`config.mk`:
```
export PLATFORM = sky130hd
export DESIGN_NAME = splat_fetch_ctrl
export DESIGN_NICKNAME = d
export VERILOG_FILES = /design/src/rtl/splat_pkg.sv /design/src/rtl/splat_credit_tracker.sv /design/src/rtl/splat_fetch_ctrl.sv
export SDC_FILE = /design/constraint.sdc
export NUM_CORES = 1
export LEC_CHECK = 0
export CAP_MARGIN = 20
export CORE_MARGIN = 10
export CORE_UTILIZATION = 42
export DETAILED_ROUTE_END_ITERATION = 10
export GPL_ROUTABILITY_DRIVEN = 1
export GPL_TIMING_DRIVEN = 0
export PLACE_DENSITY_LB_ADDON = 0.3
export SYNTH_ARGS = -nofsm -noshare
export SYNTH_HDL_FRONTEND = slang
export SYNTH_SLANG_ARGS = --single-unit
```
`constraint.sdc`:
```
create_clock -name clk -period 6.7 [get_ports clk]
set_input_delay 0.67 -clock clk [delete_from_list [all_inputs] [get_ports clk]]
set_output_delay 0.67 -clock clk [all_outputs]
set_load 0.01 [all_outputs]
```
`src/rtl/splat_pkg.sv`:
```
// splat_pkg: shared constants, FSM state type and credit type for the splat fetch path
package splat_pkg;
  localparam int SPLAT_FIFO_DEPTH = 32;
  localparam int SPLAT_WORD_AW = 29;
  typedef enum logic [1:0] {IDLE, ISSUE, DRAIN, FLUSH} splat_fetch_state_t;
  typedef logic [6:0] credit_t;
endpackage

```
`src/rtl/splat_credit_tracker.sv`:
```
// splat_credit_tracker: in-flight word count and FIFO credit test for the next burst
module splat_credit_tracker
  import splat_pkg::*;
#(
  parameter int DEPTH = SPLAT_FIFO_DEPTH
) (
  input  logic       clk,
  input  logic       reset_n,
  input  logic       accept,
  input  logic [7:0] bl,
  input  logic       rdv,
  input  logic [5:0] fifo_count,
  output logic [6:0] inflight,
  output logic       fits
);
  credit_t credit;
  assign credit = credit_t'(DEPTH) - {1'b0, fifo_count} - inflight;
  assign fits = {1'b0, credit} >= bl;
  // Returns with nothing outstanding are strays and must not underflow the count.
  always_ff @(posedge clk or negedge reset_n)
    if (!reset_n) inflight <= '0;
    else inflight <= inflight + (accept ? credit_t'(bl) : '0) - credit_t'(rdv && inflight != '0);
endmodule

```
`src/rtl/splat_fetch_ctrl.sv`:
```
// splat_fetch_ctrl: DDR3 burst-read sequencer feeding the splat FIFO with credit-based flow control.
// Define SPLAT_FETCH_PERF_EN to add the credit/DDR stall counters as extra output ports.
module splat_fetch_ctrl
  import splat_pkg::*;
#(
  parameter int FIFO_DEPTH = SPLAT_FIFO_DEPTH,
  parameter int MAX_BURST = 8,
  parameter int AW = SPLAT_WORD_AW,
  parameter int LW = 24
) (
  input  logic          clk,
  input  logic          reset_n,
  input  logic          start,
  input  logic [AW-1:0] base_addr,
  input  logic [LW-1:0] length,
  input  logic          abort,
  output logic          busy,
  output logic          done,
  output logic [AW-1:0] ddr_address,
  output logic [7:0]    ddr_burstcount,
  output logic          ddr_read,
  input  logic          ddr_waitrequest,
  input  logic          ddr_readdatavalid,
  input  logic [63:0]   ddr_readdata,
  output logic [63:0]   fifo_wr_data,
  output logic          fifo_wr_en,
  input  logic [5:0]    fifo_count,
  output logic          fifo_flush
`ifdef SPLAT_FETCH_PERF_EN
  ,
  output logic [31:0]   perf_credit_stall,
  output logic [31:0]   perf_ddr_stall
`endif
);
  splat_fetch_state_t state, state_nx;
  logic [AW-1:0] addr;
  logic [LW-1:0] remaining;
  logic [6:0] inflight;
  logic [7:0] bl;
  logic hold, fits, accept;
  assign bl = remaining >= LW'(MAX_BURST) ? 8'(MAX_BURST) : 8'(remaining);
  // A request stalled by waitrequest stays up regardless of abort or credit.
  assign ddr_read = hold || (state == ISSUE && !abort && remaining != '0 && fits);
  assign accept = ddr_read && !ddr_waitrequest;
  assign ddr_address = addr;
  assign ddr_burstcount = bl;
  assign fifo_wr_data = ddr_readdata;
  assign fifo_wr_en = ddr_readdatavalid && inflight != '0 && state != DRAIN;
  assign fifo_flush = state == FLUSH;
  assign busy = state != IDLE;
  splat_credit_tracker #(.DEPTH(FIFO_DEPTH)) u_credit (
    .clk(clk),
    .reset_n(reset_n),
    .accept(accept),
    .bl(bl),
    .rdv(ddr_readdatavalid),
    .fifo_count(fifo_count),
    .inflight(inflight),
    .fits(fits)
  );
  always_comb begin
    state_nx = state;
    done = 1'b0;
    unique case (state)
      IDLE: state_nx = start ? ISSUE : IDLE;
      ISSUE:
        if (abort) state_nx = DRAIN;
        else if (remaining == '0 && inflight == '0) begin
          done = 1'b1;
          state_nx = IDLE;
        end
      DRAIN: state_nx = inflight == '0 && !ddr_read ? FLUSH : DRAIN;
      FLUSH: begin
        done = 1'b1;
        state_nx = IDLE;
      end
    endcase
  end
  always_ff @(posedge clk or negedge reset_n)
    if (!reset_n) begin
      state <= IDLE;
      addr <= '0;
      remaining <= '0;
      hold <= 1'b0;
    end else begin
      state <= state_nx;
      hold <= ddr_read && ddr_waitrequest;
      if (state == IDLE && start) begin
        addr <= base_addr;
        remaining <= length;
      end else if (accept) begin
        addr <= addr + AW'(bl);
        remaining <= remaining - LW'(bl);
      end
    end
`ifdef SPLAT_FETCH_PERF_EN
  always_ff @(posedge clk or negedge reset_n)
    if (!reset_n) begin
      perf_credit_stall <= '0;
      perf_ddr_stall <= '0;
    end else if (state == IDLE && start) begin
      perf_credit_stall <= '0;
      perf_ddr_stall <= '0;
    end else begin
      if (state == ISSUE && !hold && !abort && remaining != '0 && !fits) perf_credit_stall <= perf_credit_stall + 32'd1;
      if (ddr_read && ddr_waitrequest) perf_ddr_stall <= perf_ddr_stall + 32'd1;
    end
`endif
endmodule

```
### After elaboration in Yosys (flattened, before gate mapping)

Cells that the tools add are included.

| word-level totals | value |
|---|---|
| flip-flop bits (word level) | 63 |
| input bits | 129 |
| output and inout port bits | 106 |
| logic and storage cells | 53 |

| operators by class | value |
|---|---|
| $add $sub $neg | 6 |
| $lt $le $gt $ge | 2 |
| eq/ne operators | 5 |
| multiplexer cells | 14 |
| reductions and logical operators | 21 |

Operator list:

| kind | count |
|---|---|
| $mux W29 | 2 |
| $mux W24 | 2 |
| $add A29 B8 Y29 | 1 |
| $ge A24 B4 Y1 const B | 1 |
| $logic_not A24 Y1 | 1 |
| $reduce_bool A24 Y1 | 1 |
| $sub A24 B8 Y24 | 1 |
| $logic_and A1 B1 Y1 | 10 |
| $ge A7 B8 Y1 | 1 |
| $mux W8 | 1 |
| $pmux W2 S4 | 1 |
| $add A7 B7 Y7 | 1 |
| $logic_not A7 Y1 | 1 |
| $mux W7 | 1 |
| $reduce_bool A7 Y1 | 1 |
| $sub A6 B6 Y7 const A | 1 |
| $sub A7 B1 Y7 | 1 |
| $sub A7 B7 Y7 | 1 |
| $eq A2 B2 Y1 const B | 2 |
| $mux W1 | 4 |
| $mux W2 | 2 |
| $reduce_bool A2 Y1 | 2 |
| $logic_not A1 Y1 | 3 |
| $ne A3 B2 Y1 const B | 1 |
| other kinds (5) | 5 |

### Logic depth before layout (Yosys ltp)

Gate-level depths: netlist of run 1.

| depth | value |
|---|---|
| word-level depth | 9 |
| gate-level depth with buffers | 24 |
| mapped depth without buffers | 24 |

### Hierarchy

A second synthesis of run 1 with hierarchy kept.

| second synthesis, totals | value |
|---|---|
| cell total of the unflattened synthesis | 613 |
| area, all modules | 5168.7 µm² |

Modules (own cells, without submodules):

| module | times used | cells each | area each (µm²) | seq. area each (µm²) |
|---|---|---|---|---|
| splat_fetch_ctrl | 1 | 488 | 4115.2 | 1401.3 |
| splat_credit_tracker | 1 | 125 | 1053.5 | 175.2 |

### Least setup slack after synthesis of run 1

OpenSTA, ideal clock, no wires.

| path | value |
|---|---|
| path type | reg-to-reg |
| start point | register remaining[6] |
| end point | register u_credit.inflight[6] |
| setup time | 0.080 ns |
| arrival time | 5.175 ns |
| required time | 6.620 ns |
| slack | 1.445 ns |
| cell stages (with the launch flop) | 23 |
| buffers on the path | 2 |
| clock period less this slack | 5.255 ns |
| cell sequence | dfrtp_1 > or4_1 > buf_2 > or4_4 > or3_1 > buf_2 > inv_1 > and2_1 > ha_1 > nand2b_1 > a211oi_1 > o21ai_0 > nand3_1 > nor2_1 > nand2_1 > ha_1 > inv_1 > fa_1 > a21o_1 > a21oi_1 > o21bai_1 > a21oi_1 > xnor2_1 |

| on the way | value |
|---|---|
| word-level cells in the longest chain between the ends | 9 |
| elaborated cells between the ends (all ways) | 11 |
| classes of those cells | 2 x add/sub; 2 x order compare; 2 x mux; 5 x reduce/logical |

RTL lines:

| element | RTL line | source |
|---|---|---|
| from (decl) | splat_fetch_ctrl.sv:37 | `logic [LW-1:0] remaining;` |
| from (signal assigned) | splat_fetch_ctrl.sv:90 | `remaining <= length;` |
| from (signal assigned) | splat_fetch_ctrl.sv:93 | `remaining <= remaining - LW'(bl);` |
| $ge A24 B4 Y1 (*) | splat_fetch_ctrl.sv:41 | `assign bl = remaining >= LW'(MAX_BURST) ? 8'(MAX_BURST) : 8'(remaining);` |
| $mux W8 (*) | splat_fetch_ctrl.sv:41 |  |
| net ddr_burstcount[3] | splat_fetch_ctrl.sv:20 | `output logic [7:0] ddr_burstcount,` |
| $ge A7 B8 Y1 | splat_credit_tracker.sv:18 | `assign fits = {1'b0, credit} >= bl;` |
| $logic_and A1 B1 Y1 | splat_fetch_ctrl.sv:43 | `assign ddr_read = hold \|\| (state == ISSUE && !abort && remaining != '0 && fits);` |
| $logic_or A1 B1 Y1 | splat_fetch_ctrl.sv:43 |  |
| $logic_and A1 B1 Y1 | splat_fetch_ctrl.sv:44 | `assign accept = ddr_read && !ddr_waitrequest;` |
| $mux W7 (*) | splat_credit_tracker.sv:22 | `else inflight <= inflight + (accept ? credit_t'(bl) : '0) - credit_t'(rdv && inflight != '0);` |
| $add A7 B7 Y7 (*) | splat_credit_tracker.sv:22 |  |
| $sub A7 B1 Y7 (*) | splat_credit_tracker.sv:22 |  |
| to (signal assigned) | splat_credit_tracker.sv:22 |  |
| to (decl) | splat_credit_tracker.sv:13 | `output logic [6:0] inflight,` |

Mark *: on every way through the listed nets, which the timed path passes. The rest lies on a longest branch.
A chain may end at the register's enable or synchronous reset.

### Worst setup path after layout of run 1

| path | value |
|---|---|
| start point | register remaining[6] |
| end point | register u_credit.inflight[6] |

| on the way | value |
|---|---|
| word-level cells in the longest chain between the ends | 9 |
| elaborated cells between the ends (all ways) | 11 |
| classes of those cells | 2 x add/sub; 2 x order compare; 2 x mux; 5 x reduce/logical |

RTL lines:

| element | RTL line |
|---|---|
| $ge A24 B4 Y1 | splat_fetch_ctrl.sv:41 |
| $mux W8 | splat_fetch_ctrl.sv:41 |
| $ge A7 B8 Y1 | splat_credit_tracker.sv:18 |
| $logic_and A1 B1 Y1 | splat_fetch_ctrl.sv:43 |
| $logic_or A1 B1 Y1 | splat_fetch_ctrl.sv:43 |
| $logic_and A1 B1 Y1 | splat_fetch_ctrl.sv:44 |
| $mux W7 (*) | splat_credit_tracker.sv:22 |
| $add A7 B7 Y7 (*) | splat_credit_tracker.sv:22 |
| $sub A7 B1 Y7 (*) | splat_credit_tracker.sv:22 |

Every way passes the cells marked *; elsewhere a longest branch is shown, timed or not.

==> flow_summary.ini, run 1 <==
[outcome]
outcome = finished clean

[clocking]
cts_hold_buf = 0
clock-sinks = 63
cts_tree = built
clk_latency_ns = 0.33
root_buffer = clkbuf_16
clkTransAtPathRegs_ns = 0.05
cts_buffers = 9
post_cts_buffers = 0
ctsResizeCount = 0
max-clock-path-buffers = 2
h-tree-depth = 3

[power_and_ir_drop]
cellLeakagePower_nw = 3.13
fin_total_pwr_mw = 2.74
power_density_nw_per_um2 = 384
p_sw_frac = 0.429
p_sw_mw = 1.18
pwr-share-seq = 0.284
cell_internal_pwr_mw = 1.57
p_clk_frac = 0.154
p_comb_frac = 0.562
ir_drop_mv = 0.178

[timing]
fin_crit_ns = 6.07
finalSetupTns_ns = 0
fin_skew_ns = 0.00747
slew_headroom = 0.365
tightest_slew_ns = 0.949
period_share = 0.906
rsz0062_at_grt = no
finalSetupViolCount = 0
fmax_mhz = 165
finalHoldViolations = 0
report.final.slew_viol_count = 0

[drt]
drtAntennaViolNets = 0
routed.top_layer = met4
met2_length_um = 8200
vias_per_cell = 5.29
wl_met1_um = 6370
wl_um = 16600
routed-wl-met3_um = 1730
routedWlPerCell_um = 17.6
num_vias = 4986
remaining_drc_errors = 0
first_pass_iters = 5
first_iter_violations = 274

[floorplanning]
core-area_um2 = 11500
ios = 235
fp-row-count = 39
dieArea_um2 = 16700
die_h_um = 129
chipWidth_um = 129
start_util = 0.434

[place]
gp_congestion = 0.850
port_buffers = 166
dp_hpwl_um = 13300
dpl-instance-area_um2 = 6880

[global_route]
first_global_vias = 5306
grt_antenna_before_repair = 0
grt_pass1_wl_um = 26200
grt_max_degree = 64
gr-usage-all-layers = 0.193
overflow = 0

[critical_path]
rr_startpoint = remaining[6]$_DFFE_PN0P_
cpPeakStageDelay_ns = 0.78
reg2reg_to = u_credit.inflight[6]$_DFF_PN0_
cp-start-kind = register
rrSetupSlack_ns = 0.63
cp_top_family = simple AND/OR/NAND/NOR gates
path_cells = or4_1 -> buf_2 -> or4_4 -> or3_1 -> buf_2 -> inv_1 -> and2_1 -> ha_1 -> nand2b_1 -> a211oi_1 -> o21ai_0 -> nand3_1 -> nor2_1 -> nand2_1 -> ha_1 -> inv_1 -> fa_1 -> a21o_1 -> a21oi_1 -> o21bai_1 -> a21oi_1 -> xnor2_1
endpoint_kind = register
slowest_stage = nor2_1
cp.required_ns = 6.95
crit_cells = 22
ff2ff_path_depth = 22
path_class = register to register
crit_arrival_ns = 6.32
crit_buf_inv = 4
path_max_fanout = 10

[synthesis]
synthTopCellsByCount = buf_4, nand2_1, dfrtp_1, o21ai_0, inv_1
yosysWarnings = 0
synth_cell_type_count = 40
avgSynthCellArea_um2 = 8.23
post-synth-top-count-cell = buf_4
synth_cells = 607
post-synth-top-area-cell = dfrtp_1
synth_top_area_frac = 0.316
synthArstFlopShare = 1.00
synth_edf_count = 0
synth-seq-cells = 63
seq_area_frac_synth = 0.316
synth-main-ff-cell = dfrtp_1
synth_area_leaders = dfrtp_1, buf_4, ha_1
syn-cell-area_um2 = 4990

[cells_and_area]
antenna_cells = 0
post-route-cell-area_um2 = 7140
nets = 967
drive_gt1_frac = 0.113
area_growth_pct = 43.0
utilization = 0.620

[job]
drv_cap = 0

[worst_hold_path]
hp-class = primary input to async pin
[placed cells by master, fill, tap and decap left out, drive strengths merged, types with 12 or more instances in the layout]
cell type,count
a21oi,19
a31oi,13
buf,71
clkbuf,30
clkdlybuf4s50,165
conb,14
dfrtp,63
ha,39
inv,45
nand2,65
nand3,20
nand4,12
nor2,36
nor3,15
o21ai,51
or3,15
or4,12
xnor2,21
xor2,25
[routing by layer]
metal,global-route usage,vias up
met5,0,-
met4,0.0595,0
met3,0.0730,30
met2,0.341,249
met1,0.212,2331
li1,-,2376
[power by group through the flow]
stage / Combinational (mW) / Clock (mW) / Sequential, mW
2_1_floorplan: 0.945 / 0 / 0.765
3_3_place_gp: 1.47 / 0 / 0.764
3_5_place_dp: 1.53 / 0 / 0.772
4_1_cts: 1.54 / 0.427 / 0.773
5_1_grt: 1.73 / 0.446 / 0.804
6_report: 1.54 / 0.423 / 0.779
[worst max-delay path by stage]
stage | to | start | slack, ns
floorplan | u_credit.inflight[6]$_DFF_PN0_ | remaining[6]$_DFFE_PN0P_ | 1.44
global placement | u_credit.inflight[6]$_DFF_PN0_ | remaining[6]$_DFFE_PN0P_ | 0.82
detailed placement | u_credit.inflight[6]$_DFF_PN0_ | remaining[6]$_DFFE_PN0P_ | 0.67
CTS | u_credit.inflight[6]$_DFF_PN0_ | remaining[6]$_DFFE_PN0P_ | 0.66
global route | u_credit.inflight[6]$_DFF_PN0_ | remaining[4]$_DFFE_PN0P_ | 0.25
finish | u_credit.inflight[6]$_DFF_PN0_ | remaining[6]$_DFFE_PN0P_ | 0.63
[flip-flops by register name (all words and copies together) (netlist names), named ones only]
signal,flops
ddr_address,29
u_credit.inflight,7
hold,1
remaining,24
state,1
[logic make-up after synthesis]
kind of cell | after synthesis | share of synthesized area
adders and majority gates | 42 | 0.110
other | 2 | 0.00150
DFF | 63 | 0.316
AOI/OAI and AO/OA | 107 | 0.123
muxes | 4 | 0.00802
buffers and inverters | 134 | 0.152
xor gates and xnor gates | 46 | 0.0807
and+or+nand+nor | 209 | 0.209
[cell type report]
cell class / count / area, um^2
Fill cell: 1030 / 4370
Multi-Input combinational cell: 422 / 2700
Timing Repair Buffer: 166 / 1660
Sequential cell: 63 / 1580
Buffer: 89 / 592
Clock buffer: 11 / 243
Tap cell: 143 / 179
Inverter: 45 / 169
Clock inverter: 4 / 22.5
[metrics by stage]
stage          hold WS [ns]  worst slack (ns)  instances
5_1_grt               0.495             0.247        943
3_5_place_dp          0.522             0.674        928
6_report              0.416             0.627        943
2_1_floorplan         0.374              1.44        619
4_1_cts               0.490             0.655        943
3_3_place_gp          0.510             0.823        928
[worst reg2reg max path: cells and delay by family (launching register included)]
family                     cells  cell delay [ns]
AOI/OAI and AO/OA              6             1.04
xor gates and xnor gates       1             0.15
adders and majority gates      3             0.94
buffers and inverters          4             0.60
DFF                            1             0.40
and+or+nand+nor                8             2.86
Note: power is estimated with default switching activity, not from simulation.
==> run 2, diff against run 1 <==
- SKIP_LAST_GASP: unset -> 1
==> results of run 2 <==
The final DEF is identical to that of run 1; final timing and power are the same.
==> run 3, diff against run 2 <==
- CELL_PAD_IN_SITES_DETAIL_PLACEMENT: unset -> 0
- CELL_PAD_IN_SITES_GLOBAL_PLACEMENT: unset -> 1
- CORE_UTILIZATION: 42 -> 30
- clock period: 6.7 -> 6.2 ns (I/O delays scaled with it)
==> flow_summary.ini, run 3 (synthesis gave the netlist of run 1 again) <==
[outcome]
outcome = finished clean

[power_and_ir_drop]
power_density_nw_per_um2 = 418
cellLeakagePower_nw = 3.16
p_sw_mw = 1.27
pwr-share-seq = 0.275
p_clk_frac = 0.183
ir_drop_mv = 0.207
cell_internal_pwr_mw = 1.79
p_sw_frac = 0.415
p_comb_frac = 0.541

[place]
port_buffers = 166
dpl-instance-area_um2 = 6970
gp_congestion = 0.823
dp_hpwl_um = 13800
place_ws_ns = 0.0706

[cells_and_area]
nets = 967
area_growth_pct = 46.2
final_common_cell = clkdlybuf4s50_1
drive_gt1_frac = 0.115
utilization = 0.443
post-route-cell-area_um2 = 7300
final_cell_mix = clkdlybuf4s50_1, buf_4, nand2_1, dfrtp_1, o21ai_0
antenna_cells = 0
largest_reg_flops = 29

[floorplanning]
fp-row-count = 47
ios = 235
die_h_um = 149
chipWidth_um = 149
start_util = 0.303
core-area_um2 = 16500
dieArea_um2 = 22200

[drt]
routedWlPerCell_um = 16.7
first_pass_iters = 4
remaining_drc_errors = 0
num_vias = 4846
drtAntennaViolNets = 0
vias_per_cell = 4.75
wl_um = 17100
first_iter_violations = 230

[timing]
report.final.slew_viol_count = 0
period_share = 0.944
slew_headroom = 0.289
finalHoldViolations = 0
timing.hold.ws_ns = 0.384
fin_skew_ns = 0.00671
finalSetupViolCount = 0
tightest_slew_ns = 1.06
rsz0062_at_grt = yes
fin_crit_ns = 5.85
fmax_mhz = 171
fin_ws_ns = 0.347

[critical_path]
setup.worst_path.end = u_credit.inflight[6]$_DFF_PN0_
crit_cells = 22
rr_startpoint = remaining[6]$_DFFE_PN0P_
path_class = register to register
cp.required_ns = 6.46
cpPeakStageDelay_ns = 0.56
crit_buf_inv = 5
ff2ff_path_depth = 22
cp-start-kind = register
path_max_fanout = 10
slowest_stage = or4_4
cp_top_family = simple AND/OR/NAND/NOR gates
path_cells = or4_1 -> buf_2 -> or4_4 -> or3_1 -> buf_2 -> inv_1 -> and2_1 -> ha_1 -> nand2b_1 -> a211oi_1 -> o21ai_0 -> and3_1 -> clkbuf_1 -> clkbuf_1 -> and2_1 -> ha_1 -> fa_1 -> a21o_1 -> a21oi_1 -> o21bai_1 -> a21oi_1 -> xnor2_1
crit_start = remaining[6]$_DFFE_PN0P_
rrSetupSlack_ns = 0.35
reg2reg_to = u_credit.inflight[6]$_DFF_PN0_
endpoint_kind = register
crit_arrival_ns = 6.11

[clocking]
root_buffer = clkbuf_16
cts_tree = built
post_cts_buffers = 0
clkTransAtPathRegs_ns = 0.05
clk_latency_ns = 0.34
cts_buffers = 9
max-clock-path-buffers = 2
ctsResizeCount = 0
cts_hold_buf = 0
h-tree-depth = 3
clock-sinks = 63

[global_route]
overflow = 0
gr-usage-all-layers = 0.150
grt_pass1_wl_um = 26700
grt_max_degree = 64
first_global_vias = 5150
grt_antenna_before_repair = 0

[worst_hold_path]
hp-class = primary input to async pin

[job]
drv_cap = 0
==> run 3: cell count changes in the layout (fill, tap and decap cells not counted) <==
| cell | before | now |
|---|---|---|
| clkinvlp_4 | 1 | 0 |
| nor2_1 | 36 | 35 |
| clkbuf_2 | 0 | 1 |
| nor2_2 | 0 | 1 |
| bufinv_16 | 0 | 2 |
| clkinv_2 | 3 | 1 |
| clkbuf_8 | 1 | 2 |
==> run 3: layout make-up <==
| type | count | area, um^2 |
|---|---|---|
| flip-flops and latches | 63 | 1580 |
| clock inverters | 3 | 65.1 |
| inverters | 45 | 169 |
| clock buffers | 13 | 260 |
| plain buffers | 89 | 593 |
| fillers | 1668 | 9160 |
| repair buffers | 166 | 1660 |
| multi-input cells | 422 | 2700 |
| well taps | 220 | 275 |
==> run 3: routing by layer <==
layer,global-route usage,share of wire,vias to the layer above
li1,-,-,2368
met1,0.165,0.39,2263
met2,0.257,0.48,204
met3,0.0740,0.12,11
met4,0.0265,0.0066,0
met5,0,0,-
==> run 3: how the worst min path moves through the flow <==
stage / startpoint / to / slack (ns)
3_3_place_gp: remaining[23]$_DFFE_PN0P_ / remaining[23]$_DFFE_PN0P_ / 0.51
3_5_place_dp: remaining[23]$_DFFE_PN0P_ / remaining[23]$_DFFE_PN0P_ / 0.53
2_1_floorplan: reset_n / async pin / 0.32
6_report: reset_n / remaining[9]$_DFFE_PN0P_ / 0.38
4_1_cts: reset_n / remaining[13]$_DFFE_PN0P_ / 0.43
5_1_grt: reset_n / remaining[8]$_DFFE_PN0P_ / 0.45
==> run 3: power by group through the flow <==
stage	registers, mW	clock network [mW]	logic (mW)
after floorplan	0.827	0	1.02
after global placement	0.829	0	1.62
after detailed placement	0.837	0	1.66
after CTS	0.837	0.573	1.67
after global routing	0.874	0.590	1.87
final	0.840	0.560	1.65
==> run 3: per-stage QoR <==
| step | setup TNS (ns) | total power [mW] | instances |
|---|---|---|---|
| 5_1_grt | -0.0760 | 3.33 | 1021 |
| 3_5_place_dp | 0 | 2.50 | 1005 |
| 6_report | 0 | 3.05 | 1021 |
| 2_1_floorplan | 0 | 1.85 | 619 |
| 3_3_place_gp | 0 | 2.44 | 1005 |
| 4_1_cts | 0 | 3.08 | 1021 |
